--- config.mk ---
export PLATFORM = sky130hd
export DESIGN_NAME = cpu_control_unit
export DESIGN_NICKNAME = d
export VERILOG_FILES = /design/src/rtl/cu_pkg.sv /design/src/rtl/cu_opcode_decode.sv /design/src/rtl/cpu_control_unit.sv
export SDC_FILE = /design/constraint.sdc
export NUM_CORES = 1
export LEC_CHECK = 0
export ABC_AREA = 1
export BUFFER_PORTS_ARGS = -buffer_cell sky130_fd_sc_hd__buf_4
export CORE_AREA = 4 4 41 43
export CTS_CLUSTER_SIZE = 10
export DETAILED_ROUTE_END_ITERATION = 8
export DIE_AREA = 0 0 45 47
export HOLD_SLACK_MARGIN = 0.15
export PLACE_DENSITY_LB_ADDON = 0.15
export SLEW_MARGIN = 20
export SYNTH_ARGS = -nofsm -noshare
export SYNTH_HDL_FRONTEND = slang
export SYNTH_SLANG_ARGS = --single-unit
--- constraint.sdc ---
create_clock -name clk -period 3.1 [get_ports clk]
set_input_delay 0.465 -clock clk [delete_from_list [all_inputs] [get_ports clk]]
set_output_delay 0.465 -clock clk [all_outputs]
set_load 0.02 [all_outputs]
--- src/rtl/cu_pkg.sv ---
// ============================================================================
// Module   : cu_pkg
// Purpose  : Shared types and encodings for the CPU control unit.
// Revision : 1.0 - initial release
// ============================================================================
`default_nettype none

package cu_pkg;

  typedef enum logic [3:0] {
    ST_BOOT   = 4'd0,
    ST_FETCH  = 4'd1,
    ST_DECODE = 4'd2,
    ST_EXEC   = 4'd3,
    ST_WB_ALU = 4'd4,
    ST_MEM_RD = 4'd5,
    ST_MEM_WR = 4'd6,
    ST_WB_IMM = 4'd7,
    ST_BRANCH = 4'd8,
    ST_CALL   = 4'd9,
    ST_HALT   = 4'd10
  } state_e;

  typedef enum logic [1:0] {
    CLS_ALU_RR = 2'b00,
    CLS_ALU_RI = 2'b01,
    CLS_MEM    = 2'b10,
    CLS_CTRL   = 2'b11
  } op_class_e;

  typedef enum logic [2:0] {
    SUB_LD  = 3'b000,
    SUB_ST  = 3'b001,
    SUB_LDI = 3'b010,
    SUB_LDA = 3'b011,
    SUB_STA = 3'b100
  } mem_subop_e;

  typedef enum logic [2:0] {
    SUB_JMP  = 3'b000,
    SUB_JR   = 3'b001,
    SUB_BZ   = 3'b010,
    SUB_BNZ  = 3'b011,
    SUB_CALL = 3'b100,
    SUB_HALT = 3'b111
  } ctrl_subop_e;

  typedef enum logic [1:0] {
    PC_SEL_INC  = 2'd0,
    PC_SEL_IMM1 = 2'd1,
    PC_SEL_RB1  = 2'd2,
    PC_SEL_ZERO = 2'd3
  } pc_sel_e;

  typedef enum logic [1:0] {
    ADDR_SEL_PC   = 2'd0,
    ADDR_SEL_RB1  = 2'd1,
    ADDR_SEL_IMM2 = 2'd2,
    ADDR_SEL_ALU  = 2'd3
  } addr_sel_e;

  typedef enum logic [1:0] {
    DIN_SEL_ALU  = 2'd0,
    DIN_SEL_MEM  = 2'd1,
    DIN_SEL_IMM2 = 2'd2,
    DIN_SEL_PC   = 2'd3
  } din_sel_e;

  // Exactly one field is set for any opcode; unmapped subops land in nop.
  typedef struct packed {
    logic alu_rr;
    logic alu_ri;
    logic ld;
    logic st;
    logic ldi;
    logic lda;
    logic sta;
    logic jmp;
    logic jr;
    logic bz;
    logic bnz;
    logic call;
    logic halt;
    logic nop;
  } instr_kind_t;

  function automatic op_class_e opcode_class(input logic [4:0] op);
    return op_class_e'(op[4:3]);
  endfunction

  function automatic logic [2:0] opcode_subop(input logic [4:0] op);
    return op[2:0];
  endfunction

endpackage

`default_nettype wire

--- src/rtl/cu_opcode_decode.sv ---
// ============================================================================
// Module   : cu_opcode_decode
// Purpose  : Combinational opcode to one-hot instruction-kind decoder.
// Revision : 1.0 - initial release
// ============================================================================
`default_nettype none

module cu_opcode_decode
  import cu_pkg::*;
(
  input  logic [4:0]  opcode,
  output instr_kind_t kind
);

  logic [2:0] subop;

  assign subop = opcode_subop(opcode);

  always_comb begin
    kind = '0;
    case (opcode_class(opcode))
      CLS_ALU_RR: kind.alu_rr = 1'b1;
      CLS_ALU_RI: kind.alu_ri = 1'b1;
      CLS_MEM: begin
        case (subop)
          SUB_LD:  kind.ld  = 1'b1;
          SUB_ST:  kind.st  = 1'b1;
          SUB_LDI: kind.ldi = 1'b1;
          SUB_LDA: kind.lda = 1'b1;
          SUB_STA: kind.sta = 1'b1;
          default: kind.nop = 1'b1;
        endcase
      end
      CLS_CTRL: begin
        case (subop)
          SUB_JMP:  kind.jmp  = 1'b1;
          SUB_JR:   kind.jr   = 1'b1;
          SUB_BZ:   kind.bz   = 1'b1;
          SUB_BNZ:  kind.bnz  = 1'b1;
          SUB_CALL: kind.call = 1'b1;
          SUB_HALT: kind.halt = 1'b1;
          default:  kind.nop  = 1'b1;
        endcase
      end
      default: kind.nop = 1'b1;
    endcase
  end

endmodule

`default_nettype wire

--- src/rtl/cpu_control_unit.sv ---
// ============================================================================
// Module   : cpu_control_unit
// Purpose  : Multicycle control FSM sequencing the 16-bit CPU datapath.
//            Optional macro CU_MEM_WAIT_EN stalls memory states on mem_ready.
// Revision : 1.0 - initial release
// ============================================================================
`default_nettype none

module cpu_control_unit
  import cu_pkg::*;
#(
  parameter int WORD_SIZE = 16,
  parameter int Z_BIT     = 0
) (
  input  logic                 clk,
  input  logic                 rst_n,
  input  logic [4:0]           opcode,
  input  logic [WORD_SIZE-1:0] status_reg,
  input  logic                 mem_ready,
  output logic                 ALU_in2_mux,
  output logic                 mem_out_mux,
  output logic [1:0]           PC_mux,
  output logic [1:0]           memory_addr_mux,
  output logic [1:0]           data_in_mux,
  output logic                 reg_buff1_write,
  output logic                 reg_buff2_write,
  output logic                 status_reg_write,
  output logic                 ALU_out_write,
  output logic                 reg_write,
  output logic                 PC_write,
  output logic                 IR_write,
  output logic                 mem_req,
  output logic                 mem_write,
  output logic                 halted
);

  state_e      state_q;
  state_e      state_d;
  instr_kind_t kind;
  logic        mem_go;
  logic        zero_flag;
  logic        unused_inputs;

  cu_opcode_decode u_decode (
    .opcode (opcode),
    .kind   (kind)
  );

`ifdef CU_MEM_WAIT_EN
  assign mem_go = mem_ready;
`else
  assign mem_go = 1'b1;
`endif

  assign zero_flag     = status_reg[Z_BIT];
  assign unused_inputs = ^{status_reg, mem_ready};

  always_ff @(posedge clk or negedge rst_n) begin
    if (!rst_n) begin
      state_q <= ST_BOOT;
    end else begin
      state_q <= state_d;
    end
  end

  always_comb begin
    state_d          = state_q;
    ALU_in2_mux      = 1'b0;
    mem_out_mux      = 1'b0;
    PC_mux           = PC_SEL_INC;
    memory_addr_mux  = ADDR_SEL_PC;
    data_in_mux      = DIN_SEL_ALU;
    reg_buff1_write  = 1'b0;
    reg_buff2_write  = 1'b0;
    status_reg_write = 1'b0;
    ALU_out_write    = 1'b0;
    reg_write        = 1'b0;
    PC_write         = 1'b0;
    IR_write         = 1'b0;
    mem_req          = 1'b0;
    mem_write        = 1'b0;
    halted           = 1'b0;

    case (state_q)
      ST_BOOT: state_d = ST_FETCH;

      // Strobes and selects stay up while stalled; only the enables wait.
      ST_FETCH: begin
        mem_req         = 1'b1;
        memory_addr_mux = ADDR_SEL_PC;
        PC_mux          = PC_SEL_INC;
        IR_write        = mem_go;
        PC_write        = mem_go;
        if (mem_go) state_d = ST_DECODE;
      end

      ST_DECODE: begin
        reg_buff1_write = 1'b1;
        reg_buff2_write = 1'b1;
        if (kind.alu_rr || kind.alu_ri)                 state_d = ST_EXEC;
        else if (kind.ld || kind.lda)                   state_d = ST_MEM_RD;
        else if (kind.st || kind.sta)                   state_d = ST_MEM_WR;
        else if (kind.ldi)                              state_d = ST_WB_IMM;
        else if (kind.jmp || kind.jr || kind.bz || kind.bnz) state_d = ST_BRANCH;
        else if (kind.call)                             state_d = ST_CALL;
        else if (kind.halt)                             state_d = ST_HALT;
        else                                            state_d = ST_FETCH;
      end

      ST_EXEC: begin
        ALU_out_write    = 1'b1;
        status_reg_write = 1'b1;
        ALU_in2_mux      = kind.alu_rr;
        state_d          = ST_WB_ALU;
      end

      ST_WB_ALU: begin
        reg_write   = 1'b1;
        data_in_mux = DIN_SEL_ALU;
        state_d     = ST_FETCH;
      end

      ST_MEM_RD: begin
        mem_req         = 1'b1;
        memory_addr_mux = kind.lda ? ADDR_SEL_IMM2 : ADDR_SEL_RB1;
        data_in_mux     = DIN_SEL_MEM;
        reg_write       = mem_go;
        if (mem_go) state_d = ST_FETCH;
      end

      ST_MEM_WR: begin
        mem_req         = 1'b1;
        mem_write       = 1'b1;
        memory_addr_mux = kind.sta ? ADDR_SEL_IMM2 : ADDR_SEL_RB1;
        mem_out_mux     = kind.sta;
        if (mem_go) state_d = ST_FETCH;
      end

      ST_WB_IMM: begin
        reg_write   = 1'b1;
        data_in_mux = DIN_SEL_IMM2;
        state_d     = ST_FETCH;
      end

      // Flags come from the last completed ALU op; BZ/BNZ only commit on match.
      ST_BRANCH: begin
        PC_mux   = kind.jr ? PC_SEL_RB1 : PC_SEL_IMM1;
        PC_write = kind.jmp | kind.jr | (kind.bz & zero_flag) | (kind.bnz & ~zero_flag);
        state_d  = ST_FETCH;
      end

      // PC already points past CALL, so it is the return address written here.
      ST_CALL: begin
        reg_write   = 1'b1;
        data_in_mux = DIN_SEL_PC;
        PC_write    = 1'b1;
        PC_mux      = PC_SEL_IMM1;
        state_d     = ST_FETCH;
      end

      ST_HALT: begin
        halted  = 1'b1;
        state_d = ST_HALT;
      end

      default: state_d = ST_BOOT;
    endcase
  end

endmodule

`default_nettype wire
**Word-level counts from Yosys, hierarchy flattened**

Cells that the tools add are included.

- Register bits after elaboration: 4
- Word-level logic and storage cells: 72

- Equal/unequal tests: 18
- Multiplexer cells: 34
- Bitwise operators: 6
- Reductions and logical operators: 13

Operators by type and width:

| operator | number |
|---|---|
| 2-to-1 mux 4 bit | 7 |
| case mux 4 bit (5 select lines) | 1 |
| 2-to-1 mux 1 bit | 17 |
| equality test 4 x 3 -> 1 bit, second input constant | 4 |
| equality test 4 bit, second input constant | 3 |
| equality test 4 x 2 -> 1 bit, second input constant | 2 |
| case mux 2 bit (2 select lines) | 2 |
| OR reduction 7 bit | 1 |
| equality test 3 x 2 -> 1 bit, second input constant | 2 |
| equality test 3 bit, second input constant | 2 |
| logical OR 1 bit | 6 |
| 2-to-1 mux 2 bit | 3 |
| 2-to-1 mux 6 bit | 1 |
| case mux 2 bit (3 select lines) | 1 |
| 2-to-1 mux 5 bit | 1 |
| equality test 2 bit, second input constant | 2 |
| equality test 4 x 1 -> 1 bit, second input constant | 1 |
| zero test 4 bit | 1 |
| OR reduction 4 bit | 1 |
| equality test 3 x 1 -> 1 bit, second input constant | 1 |
| zero test 3 bit | 1 |
| bitwise OR 1 bit | 3 |
| OR reduction 3 bit | 1 |
| bitwise AND 1 bit | 2 |
| other kinds (5) | 5 |

**Longest topological paths before layout**

Gate-level depths: netlist of the first run.

- Depth in word-level cells: 12
- Gate-level depth with buffers: 8

**Modules after synthesis**

Synthesis of the first run repeated with hierarchy kept, for this count alone.

- Cell total of the unflattened synthesis: 116
- Area, all modules: 621.8 um^2

Modules (own cells, without submodules):

| module | instances | cells an instance | area each (um^2) | sequential area each (um^2) |
|---|---|---|---|---|
| cpu_control_unit | 1 | 84 | 480.5 | 100.1 |
| cu_opcode_decode | 1 | 32 | 141.4 | 0.0 |

**Worst setup path before layout of the first run**

No wires, ideal clock.

- Path kind: register to output
- Start point: reg state_q[1]
- End point: out mem_req
- Arrival time: 1.210 ns
- Data required time: 2.635 ns
- Slack: 1.425 ns
- Stages on the path, launching flop included: 6
- Cells stage by stage: dfrtp_1 nor2_2 nand2_2 nor2_1 nor2_1 nand2_1

- Cells in the longest elaborated chain, start to end: 3

RTL lines:

| what | line | RTL |
|---|---|---|
| from (decl) | cpu_control_unit.sv:37 | `state_e state_q;` |
| from (signal assigned) | cpu_control_unit.sv:62 | `state_q <= state_d;` |
| equality test 4 x 3 -> 1 bit / equality test 4 x 1 -> 1 bit (equally long branches) | cpu_control_unit.sv:84 | `case (state_q)` |
| OR reduction 3 bit (no source line) * | - |  |
| 2-to-1 mux 1 bit * | cpu_control_unit.sv:84 |  |
| to (decl) | cpu_control_unit.sv:32 | `output logic mem_req,` |

Mark *: on every way between the ends. The rest lies on a longest branch, timed or not.

**Worst setup path in the final report of the first run**

- Start point: reg state_q[1]
- End point: out PC_write

- Cells in the longest elaborated chain, start to end: 3

RTL lines:

| what | line | RTL |
|---|---|---|
| equality test 4 x 1 -> 1 bit / equality test 4 bit (equally long branches) | cpu_control_unit.sv:84 |  |
| OR reduction 2 bit (no source line) | - |  |
| case mux 1 bit (2 select lines) * | cpu_control_unit.sv:84 |  |
| to (decl) | cpu_control_unit.sv:30 | `output logic PC_write,` |

Marked as above.

==> summary.txt, run 1 <==
STA
  – Final Hold Fails: 0
  – Worst hold slack: ~0.57 ns
  – Final period utilization: 60.2%
  – Max-slew violations: 0
  – Min Clock Period, post-route: ~1.9 ns
  – Measured slew at the worst slew-check pin: approximately 0.29 ns
  – Max frequency: 535 MHz
  – Worst Skew: 0.00297 ns
  – Slew margin rel.: between 80 and 90%
  – Setup Total Neg Slack: 0 ns
  – RSZ-0062 raised after global routing: no
  – Setup violators final: 0

Layout
  – Fillers: approximately 150
  – FF+latch area: ~100 µm²
  – Largest reg by FF count: state_q
  – Area Growth Syn to Fin: 42.4%
  – Layout net count: 140
  – Ratio of cells with drive above 1 in the final layout: slightly below 40%
  – Final Cell Area: roughly 730 µm²
  – Final core occ: 55.9%
  – Ant. Diodes: 0
  – Multi-input gate area: about 340 µm²
  – Largest registers: state_q x4
  – Largest register FFs: 4

Yosys
  – Distinct cell type count after synthesis: 18
  – Synth warnings: 0
  – Sequential fraction of the synthesis area: 19.6%
  – Avg Cell Area, Syn: roughly 5.8 µm²
  – Post-synthesis cell count: 88
  – Mapped Nets: about 110
  – Mapped Area: 510 µm²
  – Synth Register Bits: 4

Power
  – Clock network fraction of total power: a little over a tenth
  – Sw Ratio: a little over half
  – Combinational power share: between 70% and 80%
  – Internal power: 274 µW
  – Psw: 303 µW
  – Pleak: 0.000410 µW
  – Sequential share of power: about a fifth
  – Maximum VDD drop: 0.000457 V
  – PwrDens: approximately 800 mW/mm²

Floorplan
  – Core area: 0.00130 mm²
  – Num ports: 42
  – Starting Density: 39.2%
  – Site row count: 13
  – Die Y: roughly 47 µm
  – Die Area: between 0.002 and 0.0025 mm²
  – Die X-Extent: approximately 45 µm

Detailed routing
  – DRT antenna net count: 0
  – Average wire per cell in the routed design: around 10 µm
  – WL final: approximately 1300 µm
  – Vias per inst: 4.84
  – DRC viols: 0
  – Initial DRT Pass Iterations: 4
  – Total number of vias: 624
  – Initial DRC Count: 10

Clock network
  – Clock Pin Slew Worst Setup and Hold Paths: roughly 0.040 ns
  – Worst skew pair latency: about 0.23 ns
  – Clock Sinks: 4
  – Clock buffer depth: 2
  – Post-CTS Setup Bufs: 0
  – CTS Buf Count: 3
  – Root Buffer: clkbuf_4
  – CTS tree: built
  – H-tree Lvls: 1

Critical path
  – Worst r2r path cells: 5
  – Crit. End Element: primary output
  – Setup CP Type: reg2out
  – Startpoint types: register
  – Reg-to-reg critical path startpoint: state_q[1]$_DFF_PN0_
  – Flop2flop setup slack: between 2 and 2.5 ns
  – Reg-to-reg endpoint: state_q[1]$_DFF_PN0_
  – Critical Path Start: state_q[1]$_DFF_PN0_
  – Crit-path max FO: 5
  – Worst EP arrival: around 1.4 ns
  – Worst EP required: roughly 2.6 ns

Job
  – Max_cap viols: 0

Global routing
  – Number of global-route vias before repair: 590
  – GR Util met3: 6.13%
  – Gr busiest metal: met2
  – GRT Total Usage: ~15%
  – Met2 Track Usage GR: around a quarter
  – Grt total ovfl: 0
  – First-pass GRT wire length: around 2300 µm
  – Largest net degree at the start of global routing: 9
  – Antenna violations before repair: 0
  – Met1 usage: roughly 17%

Outcome
  – Status: completed

Place
  – Port Buf Inserts: 25
  – Total placed instance area: slightly below 700 µm²
  – Final Wtd Congestion: 0.826
  – Detail Placement HPWL: around 1100 µm

Hold path
  – Min-delay worst type: in2async
[routing by layer]
metal	routed length [µm]	part of all wire, %
met2	635	49
met5	0	0
met1	561	43
met3	105	8.1
met4	0	0
[area by class of cell]
cell class,count,share of cell area [%]
repair buffers,26,27.2
clock buffers,3,3.10
flip-flops and latches,4,13.8
well taps,15,2.58
multi-input cells,69,47.2
inverters,12,6.20
[Yosys cell counts]
master    instances  area (µm²)
a21oi_1           1        5.00
buf_4             3        22.5
dfrtp_1           4         100
inv_1             7        26.3
inv_2             5        18.8
nand2_1          24        90.1
nand2_2           4        25.0
nand3_1          12        60.1
nand3_2           1        10.0
nand3b_1          1        7.51
nand4_1           1        6.26
nor2_1           10        37.5
nor2_2            4        25.0
nor2_4            2        22.5
nor3_1            3        15.0
o21ai_0           4        20.0
o22ai_1           1        6.26
o22ai_2           1        12.5
[critical path: stages, from the launching register on]
cell and delay (ns):
dfrtp_1 0.43, nor2_2 0.18, nand3_1 0.14, nor3_1 0.17
nand2_1 0.07, nand2_1 0.06, buf_4 0.13
[cell usage in the layout, fill, tap and decap left out]
cell type | netlist | routed
o22ai_1 | 1 | 1
nor3_1 | 3 | 3
o22ai_2 | 1 | 1
a21oi_1 | 1 | 1
nor2_4 | 2 | 2
nand3b_1 | 1 | 1
inv_2 | 5 | 5
dfrtp_1 | 4 | 4
inv_1 | 7 | 7
nand4_1 | 1 | 1
nand2_2 | 4 | 4
nor2_2 | 4 | 4
nand3_2 | 1 | 1
buf_4 | 3 | 25
nand3_1 | 12 | 12
o21ai_0 | 4 | 4
clkbuf_4 | 0 | 3
nor2_1 | 10 | 10
nand2_1 | 24 | 24
dlygate4sd3_1 | 0 | 1
[power by group through the flow]
stage	registers [µW]	logic [µW]	clock network (µW)
3_3_place_gp	110	406	0
4_1_cts	110	411	66.3
2_1_floorplan	102	277	0
6_report	110	404	62.5
3_5_place_dp	111	408	0
5_1_grt	115	449	70.9
[worst max-delay path by stage]
stage,endpoint,slack (ns),cells after the start
floorplan,mem_req,1.43,5
global placement,memory_addr_mux[1],1.33,5
detailed placement,memory_addr_mux[1],1.33,5
CTS,PC_write,1.23,6
global route,PC_write,1.05,6
finish,PC_write,1.23,6
[cells by family after synthesis]
group	after synthesis	share of synthesized area [%]
compound gates	7	8.58
flops	4	19.6
buf+inv	15	13.2
simple gates	62	58.6
[stage by stage]
| stage | power (µW) | std cells | setup slack (ns) |
|---|---|---|---|
| floorplan | 379 | 88 | 1.43 |
| global placement | 516 | 125 | 1.33 |
| detailed placement | 519 | 125 | 1.33 |
| CTS | 588 | 129 | 1.23 |
| global route | 635 | 129 | 1.05 |
| finish | 577 | 129 | 1.23 |
[repair_timing]
item	in CTS	in global routing
gates resized for setup	0	0
setup endpoints to repair	0	0
endpoints found under the hold margin	4	0
hold buffers	1	0
No activity file was read; power rests on OpenSTA's default activity.
==> inputs of run 2 (changes only) <==
--- a/config.mk
+++ b/config.mk
@@ -7,10 +7,10 @@
 export LEC_CHECK = 0
 export ABC_AREA = 1
 export BUFFER_PORTS_ARGS = -buffer_cell sky130_fd_sc_hd__buf_4
-export CORE_AREA = 4 4 41 43
+export CORE_MARGIN = 4
+export CORE_UTILIZATION = 33
 export CTS_CLUSTER_SIZE = 10
 export DETAILED_ROUTE_END_ITERATION = 8
-export DIE_AREA = 0 0 45 47
 export HOLD_SLACK_MARGIN = 0.15
 export PLACE_DENSITY_LB_ADDON = 0.15
 export SLEW_MARGIN = 20
==> constraint.sdc (replaced) <==
create_clock -name clk -period 1.68 [get_ports clk]
set_input_delay 0.252 -clock clk [delete_from_list [all_inputs] [get_ports clk]]
set_output_delay 0.252 -clock clk [all_outputs]
set_load 0.02 [all_outputs]
==> run 2 against run 1 <==
Critical path depth down 1. Hold slack got worse by 0.21 ns. Sequential share of layout area is 0.073 points lower. Clock power up 86%. Register-to-register slack worse by 1.4 ns. Sequential power is 96% higher. Critical path type unchanged. Largest power group unchanged.
==> summary.txt, run 2 (synthesized netlist as in run 1, its figures left out) <==
Outcome
  – Status: completed

STA
  – Max frequency: 633 MHz
  – RSZ-0062 raised after global routing: no
  – Worst hold slack: 0.357 ns
  – Worst Skew: between 0.004 and 0.005 ns
  – Final period utilization: approximately 94%
  – Min Clock Period, post-route: between 1.5 and 2 ns
  – Final Hold Fails: 0
  – Measured slew at the worst slew-check pin: 0.230 ns
  – Max-slew violations: 0
  – Setup Total Neg Slack: 0 ns
  – Slew margin rel.: between 80 and 90%
  – Setup violators final: 0

Floorplan
  – Num ports: 42
  – Die Y: around 47 µm
  – Site row count: 13
  – Die X-Extent: 47.3 µm
  – Core area: approximately 0.0014 mm²
  – Starting Density: 36.9%
  – Die Area: ~0.0022 mm²

Critical path
  – Crit. End Element: primary output
  – Reg-to-reg critical path startpoint: state_q[2]$_DFF_PN0_
  – Worst EP arrival: between 1 and 1.5 ns
  – Startpoint types: register
  – Worst path slowest cell: dfrtp_1
  – Worst EP required: between 1 and 1.5 ns
  – Crit-path max cell delay: just over 0.4 ns
  – Worst r2r path cells: 5
  – Flop2flop setup slack: around 0.64 ns
  – Reg-to-reg endpoint: state_q[1]$_DFF_PN0_
  – Worst Path Buf+Inv: 2
  – Crit-path max FO: 6
  – CP cell instances: inv_1 > nor2_4 > nand2_2 > o22ai_2 > buf_4
  – Top cell family by delay on the critical path: flip-flops
  – Setup CP Type: reg2out

Layout
  – Ant. Diodes: 0
  – Most frequent cells in the layout: 25 x buf_4, 24 x nand2_1, 11 x nand3_1
  – Largest reg by FF count: state_q
  – Fillers: 147
  – Largest register FFs: 4
  – Final Cell Area: about 760 µm²
  – Ratio of cells with drive above 1 in the final layout: around 46%
  – Layout net count: 140
  – Cell Count, Final, Fillers Out: approximately 130
  – Largest registers: state_q x4
  – Area Growth Syn to Fin: 48.5%
  – Commonest non-fill, non-tap cell in the layout: buf_4

Detailed routing
  – Total number of vias: 629
  – DRC viols: 0
  – Initial DRC Count: 10
  – Initial DRT Pass Iterations: 4
  – DRT antenna net count: 0
  – Vias per inst: about 5
  – Average wire per cell in the routed design: slightly above 10 µm
  – WL final: 1320 µm

Clock network
  – H-tree Lvls: 1
  – Root Buffer: clkbuf_4
  – Clock Sinks: 4
  – Post-CTS Setup Bufs: 0
  – Clock buffer depth: 2
  – Worst skew pair latency: between 0.2 and 0.25 ns
  – Clock Pin Slew Worst Setup and Hold Paths: ~0.040 ns
  – CTS Buf Count: 3
  – CTS tree: built

Global routing
  – Number of global-route vias before repair: 487
  – Largest net degree at the start of global routing: 9
  – Antenna violations before repair: 0
  – GRT Total Usage: between 10% and 20%
  – Grt total ovfl: 0
  – First-pass GRT wire length: 1990 µm

Power
  – Internal power: approximately 520 µW
  – Sw Ratio: roughly 53%
  – Sequential share of power: just under 20%
  – Clock network fraction of total power: approximately a tenth
  – Pleak: 0.000411 µW
  – Psw: around 580 µW
  – PwrDens: roughly 1500 mW/mm²
  – Combinational power share: a little over two thirds
  – Maximum VDD drop: 0.000754 V

Hold path
  – Min-delay worst type: in2async

Place
  – Port Buf Inserts: 25
  – Total placed instance area: ~690 µm²
  – Final Wtd Congestion: about 0.8
  – Detail Placement HPWL: approximately 1100 µm
  – Placed Cells: ~130

Job
  – Max_cap viols: 0
-- run 2: cell types whose count changed in the layout (fill, tap and decap cells not counted), moves of 2 or more --
cell	delta
nor3_2	+2
nor3_1	-2
dfrtp_2	+3
dfrtp_1	-3
nor2_4	+2
-- run 2: how the worst max path moves through the flow --
stage                         end            startpoint  cells after the start  slack, ns
6_report       memory_addr_mux[1]  state_q[2]$_DFF_PN0_                      5       0.10
5_1_grt                   mem_req  state_q[1]$_DFF_PN0_                      6      0.008
4_1_cts        memory_addr_mux[1]  state_q[3]$_DFF_PN0_                      4       0.01
3_5_place_dp   memory_addr_mux[1]  state_q[3]$_DFF_PN0_                      4       0.27
3_3_place_gp             PC_write  state_q[1]$_DFF_PN0_                      6       0.30
2_1_floorplan             mem_req  state_q[1]$_DFF_PN0_                      5       0.22
-- run 2: area by class of cell --
type / count / area (µm²) / area share, %
flip-flops and latches: 4 / 104 / 13.7
well taps: 15 / 18.8 / 2.48
repair buffers: 26 / 198 / 26.1
inverters: 12 / 45.0 / 5.94
clock buffers: 3 / 22.5 / 2.97
multi-input cells: 69 / 370 / 48.8
-- run 2: through the flow --
stage / setup slack, ns / total power, µW / util, %
finish: 0.101 / 1110 / 54.8
CTS: 0.0141 / 1080 / 52.6
detailed placement: 0.269 / 958 / 50.2
floorplan: 0.218 / 699 / -
global placement: 0.297 / 949 / 50.2
global route: 0.00805 / 1210 / 54.8
-- run 2: timing repair --
| item | in CTS | in global routing |
|---|---|---|
| gates resized for setup | 0 | 10 |
| endpoints found under the setup margin | 0 | 8 |
| hold endpoints to repair | 4 | 0 |
| hold buffers | 1 | 0 |
-- run 2: worst register-to-register path: cells and delay by family, from the launching register on --
family	cells	cell delay (ns)
and+or+nand+nor	5	0.56
DFF	1	0.42
-- run 2: routing by layer --
layer / vias to the layer above / wire length, µm / global-route usage, %
li1: 333 / - / -
met1: 274 / 643 / 18.8
met2: 22 / 587 / 17.6
met3: 0 / 93 / 4.60
met4: 0 / 0 / 0
met5: - / 0 / 0
-- run 2: power groups by stage --
stage	clock network (µW)	registers (µW)	logic (µW)
CTS	122	198	763
global route	131	222	852
detailed placement	0	199	759
finish	116	216	777
floorplan	0	189	511
global placement	0	199	750
